**config.mk**
```make
export PLATFORM = sky130hd
export DESIGN_NAME = ram_sp_ctrl
export DESIGN_NICKNAME = d
export VERILOG_FILES = /design/src/rtl/ram_sp_ctrl_pkg.sv /design/src/rtl/ram_sp_rsp_fifo.sv /design/src/rtl/ram_sp_ctrl.sv
export SDC_FILE = /design/constraint.sdc
export NUM_CORES = 1
export LEC_CHECK = 0
export BUFFER_PORTS_ARGS = -buffer_cell sky130_fd_sc_hd__buf_2
export CAP_MARGIN = 20
export CORE_UTILIZATION = 42
export DETAILED_ROUTE_END_ITERATION = 16
export GPL_TIMING_DRIVEN = 0
export PLACE_DENSITY = 0.89
export SLEW_MARGIN = 20
export SYNTH_ARGS = -nofsm -noshare
export SYNTH_HDL_FRONTEND = slang
export SYNTH_SLANG_ARGS = --single-unit
```
**constraint.sdc**
```tcl
create_clock -name clock -period 2.4 [get_ports clock]
set_input_delay 0.12 -clock clock [delete_from_list [all_inputs] [get_ports clock]]
set_output_delay 0.12 -clock clock [all_outputs]
set_load 0.005 [all_outputs]
```
**src/rtl/ram_sp_ctrl_pkg.sv**
```systemverilog
// Shared types for the single-port RAM controller.
// Round-robin pointer encoding and its update helper.
package ram_sp_ctrl_pkg;

    typedef enum logic {
        RR_WR = 1'b0,
        RR_RD = 1'b1
    } rr_t;

    function automatic rr_t rr_flip(input rr_t p);
        return (p == RR_WR) ? RR_RD : RR_WR;
    endfunction

endpackage

```
**src/rtl/ram_sp_rsp_fifo.sv**
```systemverilog
// Two-entry read response buffer.
// Head entry stays put until popped, so data is stable under backpressure.
module ram_sp_rsp_fifo #(
    parameter int DWIDTH = 8
) (
    input  logic              clock,
    input  logic              reset_n,
    input  logic              push,
    input  logic [DWIDTH-1:0] push_data,
    input  logic              pop,
    output logic              valid,
    output logic [DWIDTH-1:0] data,
    output logic [1:0]        count
);

    logic [DWIDTH-1:0] mem [2];
    logic              wp;
    logic              rp;

    always_ff @(posedge clock) begin
        if (!reset_n) begin
            count <= 2'd0;
            wp    <= 1'b0;
            rp    <= 1'b0;
        end else begin
            if (push) begin
                mem[wp] <= push_data;
                wp      <= ~wp;
            end
            if (pop) begin
                rp <= ~rp;
            end
            count <= count + {1'b0, push} - {1'b0, pop};
        end
    end

    assign valid = (count != 2'd0);
    assign data  = mem[rp];

endmodule

```
**src/rtl/ram_sp_ctrl.sv**
```systemverilog
// Arbitrates write and read request channels onto one single-port RAM.
// Read responses are buffered with credit-based flow control.
module ram_sp_ctrl
    import ram_sp_ctrl_pkg::*;
#(
    parameter int DWIDTH = 8,
    parameter int AWIDTH = 12
) (
    input  logic              clock,
    input  logic              reset_n,
    input  logic              wr_valid,
    output logic              wr_ready,
    input  logic [AWIDTH-1:0] wr_addr,
    input  logic [DWIDTH-1:0] wr_data,
    input  logic              rd_valid,
    output logic              rd_ready,
    input  logic [AWIDTH-1:0] rd_addr,
    output logic              rsp_valid,
    input  logic              rsp_ready,
    output logic [DWIDTH-1:0] rsp_data,
    output logic              ram_wren,
    output logic [AWIDTH-1:0] ram_address,
    output logic [DWIDTH-1:0] ram_data,
    input  logic [DWIDTH-1:0] ram_q
);

    localparam int CREDITS = 2;
    localparam int RD_LAT  = 1;

    rr_t               rr;
    logic [RD_LAT-1:0] pipe;
    logic [1:0]        fifo_count;
    logic              pop;
    logic              rd_elig;
    logic              conflict;
    logic              grant_w;
    logic              grant_r;

    assign pop = rsp_valid & rsp_ready;

    // A slot freed by this cycle's pop may be reused immediately.
    assign rd_elig = (3'(fifo_count) + 3'(pipe[RD_LAT-1]))
                   < (3'(CREDITS) + 3'(pop));

    assign conflict = wr_valid & rd_valid & rd_elig;

    assign grant_w = reset_n & wr_valid
                   & (~conflict | (rr == RR_WR));
    assign grant_r = reset_n & rd_valid & rd_elig
                   & (~conflict | (rr == RR_RD));

    assign wr_ready    = grant_w;
    assign rd_ready    = grant_r;
    assign ram_wren    = grant_w;
    assign ram_address = grant_w ? wr_addr : rd_addr;
    assign ram_data    = wr_data;

    always_ff @(posedge clock) begin
        if (!reset_n) begin
            rr   <= RR_WR;
            pipe <= '0;
        end else begin
            pipe <= RD_LAT'({pipe, grant_r});
            if (conflict) begin
                rr <= rr_flip(rr);
            end
        end
    end

    ram_sp_rsp_fifo #(
        .DWIDTH(DWIDTH)
    ) u_fifo (
        .clock    (clock),
        .reset_n  (reset_n),
        .push     (pipe[RD_LAT-1]),
        .push_data(ram_q),
        .pop      (pop),
        .valid    (rsp_valid),
        .data     (rsp_data),
        .count    (fifo_count)
    );

endmodule

```
==> impl_metrics.py, run 1 <==
metrics = {
    "synthesis": {
        "synth_area_um2": 1220,
        "synth_warnings": 0,
        "synth_edf_count": 16,
        "yosysTopAreaCell": "edfxtp_1",
        "synthTopCellsByArea": "edfxtp_1 39%, dfxtp_1 11%, mux2_4 11%",
        "synthArstFlopShare": 0,
        "syn_nets": 138,
        "ys_seq_area_frac": 0.508,
        "synth_top_area_share": 0.393,
        "ys_top_cells_by_count": "16 x edfxtp_1, 11 x mux2_2, 9 x buf_4, 9 x mux2_4, 7 x dfxtp_1",
        "yosysUniqueCellTypes": 27,
        "synth_most_common_cell": "edfxtp_1",
        "ys.flop_type": "edfxtp_1",
        "syn_inst": 89,
        "synth-seq-cells": 23,
        "avgSynthCellArea_um2": 13.7,
    },
    "timing": {
        "clock_skew_ps": 4.37,
        "relSlewSlack": 0.554,
        "rsz0062_at_grt": "no",
        "final.period_utilization": 0.943,
        "max_freq_ghz": 0.442,
        "finalSetupViolCount": 0,
        "finalMaxSlewViolations": 0,
        "worst_pin_slew_ps": 667,
        "hold_violations": 0,
        "period_minus_slack_ps": 2260,
        "tns_ps": 0,
    },
    "clocking": {
        "clock-sinks": 23,
        "clk_pin_slew_ps": 120,
        "post_cts_buffers": 0,
        "clockBufferDepth": 2,
        "htree_levels": 1,
        "cts-root-buf": "clkbuf_4",
        "cts_tree": "yes",
        "numCtsBuffers": 3,
        "insertion_delay_ps": 300,
    },
    "pwr": {
        "leakage_nw": 0.822,
        "irDropWorstVdd_mv": 0.415,
        "power_frac_seq": 0.452,
        "switchingPower_w": 0.000328,
        "switching_share": 0.292,
        "combPwrFrac": 0.395,
        "internal_power_w": 0.000793,
        "total_power_w": 0.00112,
        "power.density_nw_per_um2": 655,
        "clkPwrFrac": 0.153,
    },
    "finish": {
        "n_fill_cell": 223,
        "synthToLayoutAreaGrowth_pct": 40.3,
        "final_layout_size_suffix_gt1_frac": 0.633,
        "layout.nets": 219,
        "diodes": 0,
    },
    "floorplan": {
        "die_y_um": 55.9,
        "dieArea_um2": 3130,
        "core-area_um2": 2760,
        "die_w_um": 55.9,
        "initial_core_util": 0.443,
        "fp-row-count": 19,
        "ios": 77,
    },
    "worst_setup_path": {
        "crit_path_top_delay_cell": "dfxtp_2",
        "startpoint": "pipe$_SDFF_PN0_",
        "crit_required_ps": 2280,
        "worstSetupPathType": "register to primary output",
        "cp_slowest_stage_delay_ps": 370,
        "rrSetupSlack_ps": 870,
        "critPathTopFamily": "adder cells",
        "crit_buf_inv": 2,
        "crit_end": "ram_address[7]",
        "r2r_cells": 7,
        "cp-start-kind": "register",
        "critPathMaxFanout": 11,
        "regToRegEndpoint": "u_fifo.count[1]$_SDFF_PN0_",
        "cp-end-kind": "primary output",
        "crit_chain": "ha_1 -> ha_1 -> nand3b_1 -> o211ai_2 -> nor2_4 -> buf_6 -> mux2_4 -> buf_2",
        "arrival_ps": 2140,
        "critical_path_depth": 8,
        "r2r-start": "u_fifo.count[0]$_SDFF_PN0_",
        "crit_top_cell": "ha_1",
    },
    "grt": {
        "grt_pass1_wl_um": 3970,
        "grt_usage": 0.163,
        "overflow": 0,
        "grt_pass1_vias": 903,
        "antenna_found_initial": 0,
        "grt_start_max_net_pins": 13,
    },
    "status": {
        "status": "finished clean",
    },
    "route": {
        "wl_per_cell_um": 12.5,
        "post_drt_via_cell_ratio": 4.78,
        "routed_wl_um": 2500,
        "drc": 0,
        "antenna_left": 0,
        "drt_iter0_drc": 9,
        "vias": 955,
        "dr.pass1.iters": 3,
    },
    "placement": {
        "dpl.hpwl_um": 1990,
        "io_buffers": 68,
        "place.gp.congestion": 0.754,
    },
    "hold_path": {
        "hp-class": "primary input to register",
    },
    "flow_run": {
        "maxCapViolCount": 0,
    },
}
[power groups by stage]
| stage | registers (W) | clock network (W) | logic, W |
|---|---|---|---|
| 3_5_place_dp | 0.000515 | 0 | 0.000435 |
| 3_3_place_gp | 0.000513 | 0 | 0.000415 |
| 2_1_floorplan | 0.000508 | 0 | 0.000293 |
| 6_report | 0.000507 | 0.000171 | 0.000442 |
| 5_1_grt | 0.000516 | 0.000191 | 0.000487 |
| 4_1_cts | 0.000507 | 0.000174 | 0.000439 |
[worst min-delay path by stage]
| stage | slack [ps] | depth (start not counted) | startpoint | endpoint |
|---|---|---|---|---|
| 2_1_floorplan | 220 | 0 | ram_q[0] | u_fifo.mem[0][0]$_DFFE_PP_ |
| 3_3_place_gp | 310 | 1 | ram_q[1] | u_fifo.mem[0][1]$_DFFE_PP_ |
| 3_5_place_dp | 310 | 1 | ram_q[7] | u_fifo.mem[0][7]$_DFFE_PP_ |
| 4_1_cts | 0.9 | 1 | ram_q[2] | u_fifo.mem[1][2]$_DFFE_PP_ |
| 5_1_grt | 140 | 3 | reset_n | rr$_SDFFE_PN0N_ |
| 6_report | 130 | 3 | reset_n | rr$_SDFFE_PN0N_ |
[area by class of cell]
class / count / area [um2] / area share
Tap cell: 31 / 38.8 / 0.0226
Multi-Input combinational cell: 50 / 504 / 0.294
Inverter: 4 / 15.0 / 0.00877
Buffer: 12 / 86.3 / 0.0504
Clock buffer: 4 / 26.3 / 0.0153
Sequential cell: 23 / 622 / 0.363
Timing Repair Buffer: 76 / 420 / 0.245
[metal layers]
metal | vias to the layer above | wire [um] | track usage
li1 | 470 | - | -
met1 | 426 | 887 | 0.168
met2 | 55 | 1410 | 0.332
met3 | 4 | 181 | 0.0302
met4 | 0 | 25 | 0.0418
met5 | - | 0 | 0
[per-stage QoR]
step	hold slack, ps	instance area (um2)	util	std cells	worst slack (ps)
floorplan	219	1220	-	89	684
global placement	310	1600	0.580	188	445
detailed placement	313	1600	0.580	188	406
CTS	0.948	1640	0.593	193	55.5
global route	145	1710	0.621	200	19.7
finish	131	1710	0.621	200	136
[tightest hold or removal path, cell delays in order]
cell and delay (ps):
buf_2 120, nand2b_1 80, mux2i_1 70
[logic make-up after synthesis]
group | after synthesis | share of synthesized area
flops | 23 | 0.508
fa+ha+maj | 4 | 0.0410
compound gates | 5 | 0.0400
buf+inv | 16 | 0.0830
mux | 21 | 0.220
xor+xnor | 4 | 0.0287
simple gates | 16 | 0.0789
[flip-flops by register name, summed over array words and instances (netlist names), named ones only]
name	cells
pipe	1
rr	1
u_fifo.count	2
u_fifo.mem	16
u_fifo.rp	1
u_fifo.wp	1
[placed cells by master, fill, tap and decap left out]
cell / instances
mux2i_1: 1
o211ai_2: 1
xor2_1: 1
o21ai_0: 1
nand2b_1: 1
edfxtp_1: 16
nor2b_1: 1
or2_2: 1
buf_6: 1
nor2_1: 1
buf_4: 9
nand3b_1: 1
nor3_2: 1
o2111a_1: 2
buf_2: 68
and2_1: 5
ha_1: 4
dfxtp_1: 6
o21ai_2: 1
mux2_2: 11
mux2_4: 9
nand3_1: 1
dfxtp_2: 1
dlygate4sd3_1: 8
inv_1: 4
nand2_1: 2
and3_1: 1
clkbuf_1: 3
xnor2_1: 3
clkbuf_4: 3
nor2_4: 1
[timing repair]
item | 4_1_cts | 5_1_grt
resized for setup | 0 | 2
endpoints found under the hold margin | 2 | 11
setup endpoints to repair | 0 | 9
hold buffers | 1 | 7
(Power assumes the default switching activity.)
==> inputs of run 2 (changes only) <==
- CORE_UTILIZATION: 42 -> 40
- PLACE_DENSITY: 0.89 -> 0.86
- RECOVER_POWER: default -> 50
==> run 2 against run 1 <==
Compared with the run above: the flow now finishes with violations (DRC); cell count fell by 1.0%; non-clock buffer count is 2 lower; critical path type unchanged; highest routed layer is now met3; sequential share of layout area grew 0.57 points; flip-flop and latch count did not move; worst hold slack worse by 94 ps; via count is 2.0% lower; combinational power down 3%; critical path depth stayed put.
==> impl_metrics.py, run 2 (same netlist as run 1, synthesis figures left out) <==
metrics = {
    "clocking": {
        "clk_pin_slew_ps": 120,
        "clock-sinks": 23,
        "cts-root-buf": "clkbuf_4",
        "insertion_delay_ps": 290,
        "htree_levels": 1,
        "clockBufferDepth": 2,
        "post_cts_buffers": 0,
        "numCtsBuffers": 3,
        "cts_tree": "yes",
    },
    "finish": {
        "final_common_cell": "buf_2",
        "n_fill_cell": 243,
        "fin_area_um2": 1690,
        "final_layout_size_suffix_gt1_frac": 0.611,
        "seq_area_um2": 622,
        "layout.nets": 217,
        "mostFrequentLayoutCells": "63 x buf_2, 16 x edfxtp_1, 11 x mux2_2",
        "stdcell_count": 198,
        "synthToLayoutAreaGrowth_pct": 38.1,
        "largest_register_ffs": 16,
        "multi_input_area_um2": 504,
        "top_register": "u_fifo.mem",
        "largestRegisters": "u_fifo.mem x16, u_fifo.count x2",
        "diodes": 0,
    },
    "route": {
        "dr.pass1.iters": 10,
        "drt_iter0_drc": 13,
        "routed_wl_um": 2400,
        "antenna_left": 0,
        "wl_per_cell_um": 12.1,
        "vias": 936,
        "post_drt_via_cell_ratio": 4.73,
        "drc": 3,
    },
    "hold_path": {
        "holdCritStartpoint": "ram_q[2]",
        "hp-class": "primary input to register",
        "hold_path_end": "u_fifo.mem[0][2]$_DFFE_PP_",
        "hold_path_depth": 1,
    },
    "pwr": {
        "power.density_nw_per_um2": 655,
        "internal_power_w": 0.000788,
        "total_power_w": 0.00110,
        "leakage_nw": 0.796,
        "irDropWorstVdd_mv": 0.338,
        "combPwrFrac": 0.389,
        "switching_share": 0.286,
        "power_frac_seq": 0.459,
        "clkPwrFrac": 0.152,
        "switchingPower_w": 0.000316,
    },
    "worst_setup_path": {
        "r2r_cells": 7,
        "worstSetupPathType": "register to primary output",
        "cp-start-kind": "register",
        "arrival_ps": 2120,
        "r2r-start": "u_fifo.count[1]$_SDFF_PN0_",
        "regToRegEndpoint": "u_fifo.count[1]$_SDFF_PN0_",
        "cp-end-kind": "primary output",
        "rrSetupSlack_ps": 900,
        "critPathMaxFanout": 11,
        "crit_required_ps": 2280,
    },
    "timing": {
        "period_minus_slack_ps": 2240,
        "clock_skew_ps": 5.47,
        "rsz0062_at_grt": "no",
        "finalMaxSlewViolations": 0,
        "hold_ws_ps": 36.9,
        "relSlewSlack": 0.560,
        "worst_pin_slew_ps": 658,
        "finalSetupViolCount": 0,
        "tns_ps": 0,
        "final.period_utilization": 0.933,
        "max_freq_ghz": 0.446,
        "hold_violations": 0,
    },
    "placement": {
        "dpl_cell_area_um2": 1600,
        "place.gp.congestion": 0.750,
        "io_buffers": 68,
        "dpl.hpwl_um": 1990,
        "placedCellCount": 188,
    },
    "status": {
        "status": "complete, but fails checks",
        "violations": "DRC",
    },
    "grt": {
        "grt_usage": 0.150,
        "overflow": 0,
        "antenna_found_initial": 0,
        "grt_start_max_net_pins": 13,
        "grt_pass1_wl_um": 3850,
        "grt_pass1_vias": 947,
    },
    "flow_run": {
        "maxCapViolCount": 0,
    },
    "floorplan": {
        "ios": 77,
        "initial_core_util": 0.432,
        "fp-row-count": 19,
        "core-area_um2": 2830,
        "dieArea_um2": 3280,
        "die_w_um": 57.3,
        "die_y_um": 57.3,
    },
}
run 2: cell types whose count changed in the layout (fill, tap and decap cells not counted):
| cell | before | now |
|---|---|---|
| buf_4 | 9 | 2 |
| clkbuf_4 | 3 | 10 |
| buf_2 | 68 | 63 |
| clkbuf_1 | 3 | 8 |
| and2_0 | 0 | 2 |
| and2_1 | 5 | 3 |
| dlygate4sd3_1 | 8 | 6 |
run 2: worst max-delay path by stage:
stage / startpoint / to / slack (ps) / depth (start not counted)
finish: pipe$_SDFF_PN0_ / ram_address[9] / 160 / 8
global route: u_fifo.count[0]$_SDFF_PN0_ / ram_address[10] / 30 / 8
CTS: pipe$_SDFF_PN0_ / ram_address[10] / 70 / 8
detailed placement: pipe$_SDFF_PN0_ / ram_address[10] / 430 / 8
global placement: pipe$_SDFF_PN0_ / ram_address[10] / 460 / 8
floorplan: pipe$_SDFF_PN0_ / ram_address[10] / 680 / 6
run 2: power groups by stage:
stage                     sequential [W]  clock [W]  combinational [W]
final                           0.000507   0.000168           0.000430
after global routing            0.000515   0.000194           0.000491
after CTS                       0.000507   0.000178           0.000433
after detailed placement        0.000515          0           0.000430
after global placement          0.000513          0           0.000414
after floorplan                 0.000508          0           0.000293
run 2: worst max-delay path, stage by stage, from the launching register on:
cell and delay [ps]:
dfxtp_2 360, ha_1 200, ha_1 190, nand3b_1 200, o211ai_2 200, nor2_4 70, buf_6 160, mux2_4 310
buf_2 130
run 2: layer usage:
layer / part of all wire / up-vias / track usage
met4: 0 / 0 / 0.0105
li1: - / 464 / -
met5: 0 / - / 0
met3: 0.063 / 0 / 0.0363
met1: 0.38 / 433 / 0.156
met2: 0.56 / 39 / 0.311
run 2: stage by stage:
stage | util | worst slack [ps]
after floorplan | - | 684
after global routing | 0.596 | 28.0
after CTS | 0.579 | 71.7
final | 0.596 | 160
after global placement | 0.566 | 461
after detailed placement | 0.566 | 429
run 2: final cells by class:
class | instances | area share
Clock buffer | 4 | 0.0156
Sequential cell | 23 | 0.369
Inverter | 4 | 0.00890
Multi-Input combinational cell | 50 | 0.299
Buffer | 12 | 0.0512
Tap cell | 31 | 0.0230
Timing Repair Buffer | 74 | 0.234
run 2: what timing repair did:
item	in CTS	in global routing
hold buffers	1	5
endpoints found under the hold margin	2	10
gates resized for setup	0	2
setup endpoints to repair	0	9
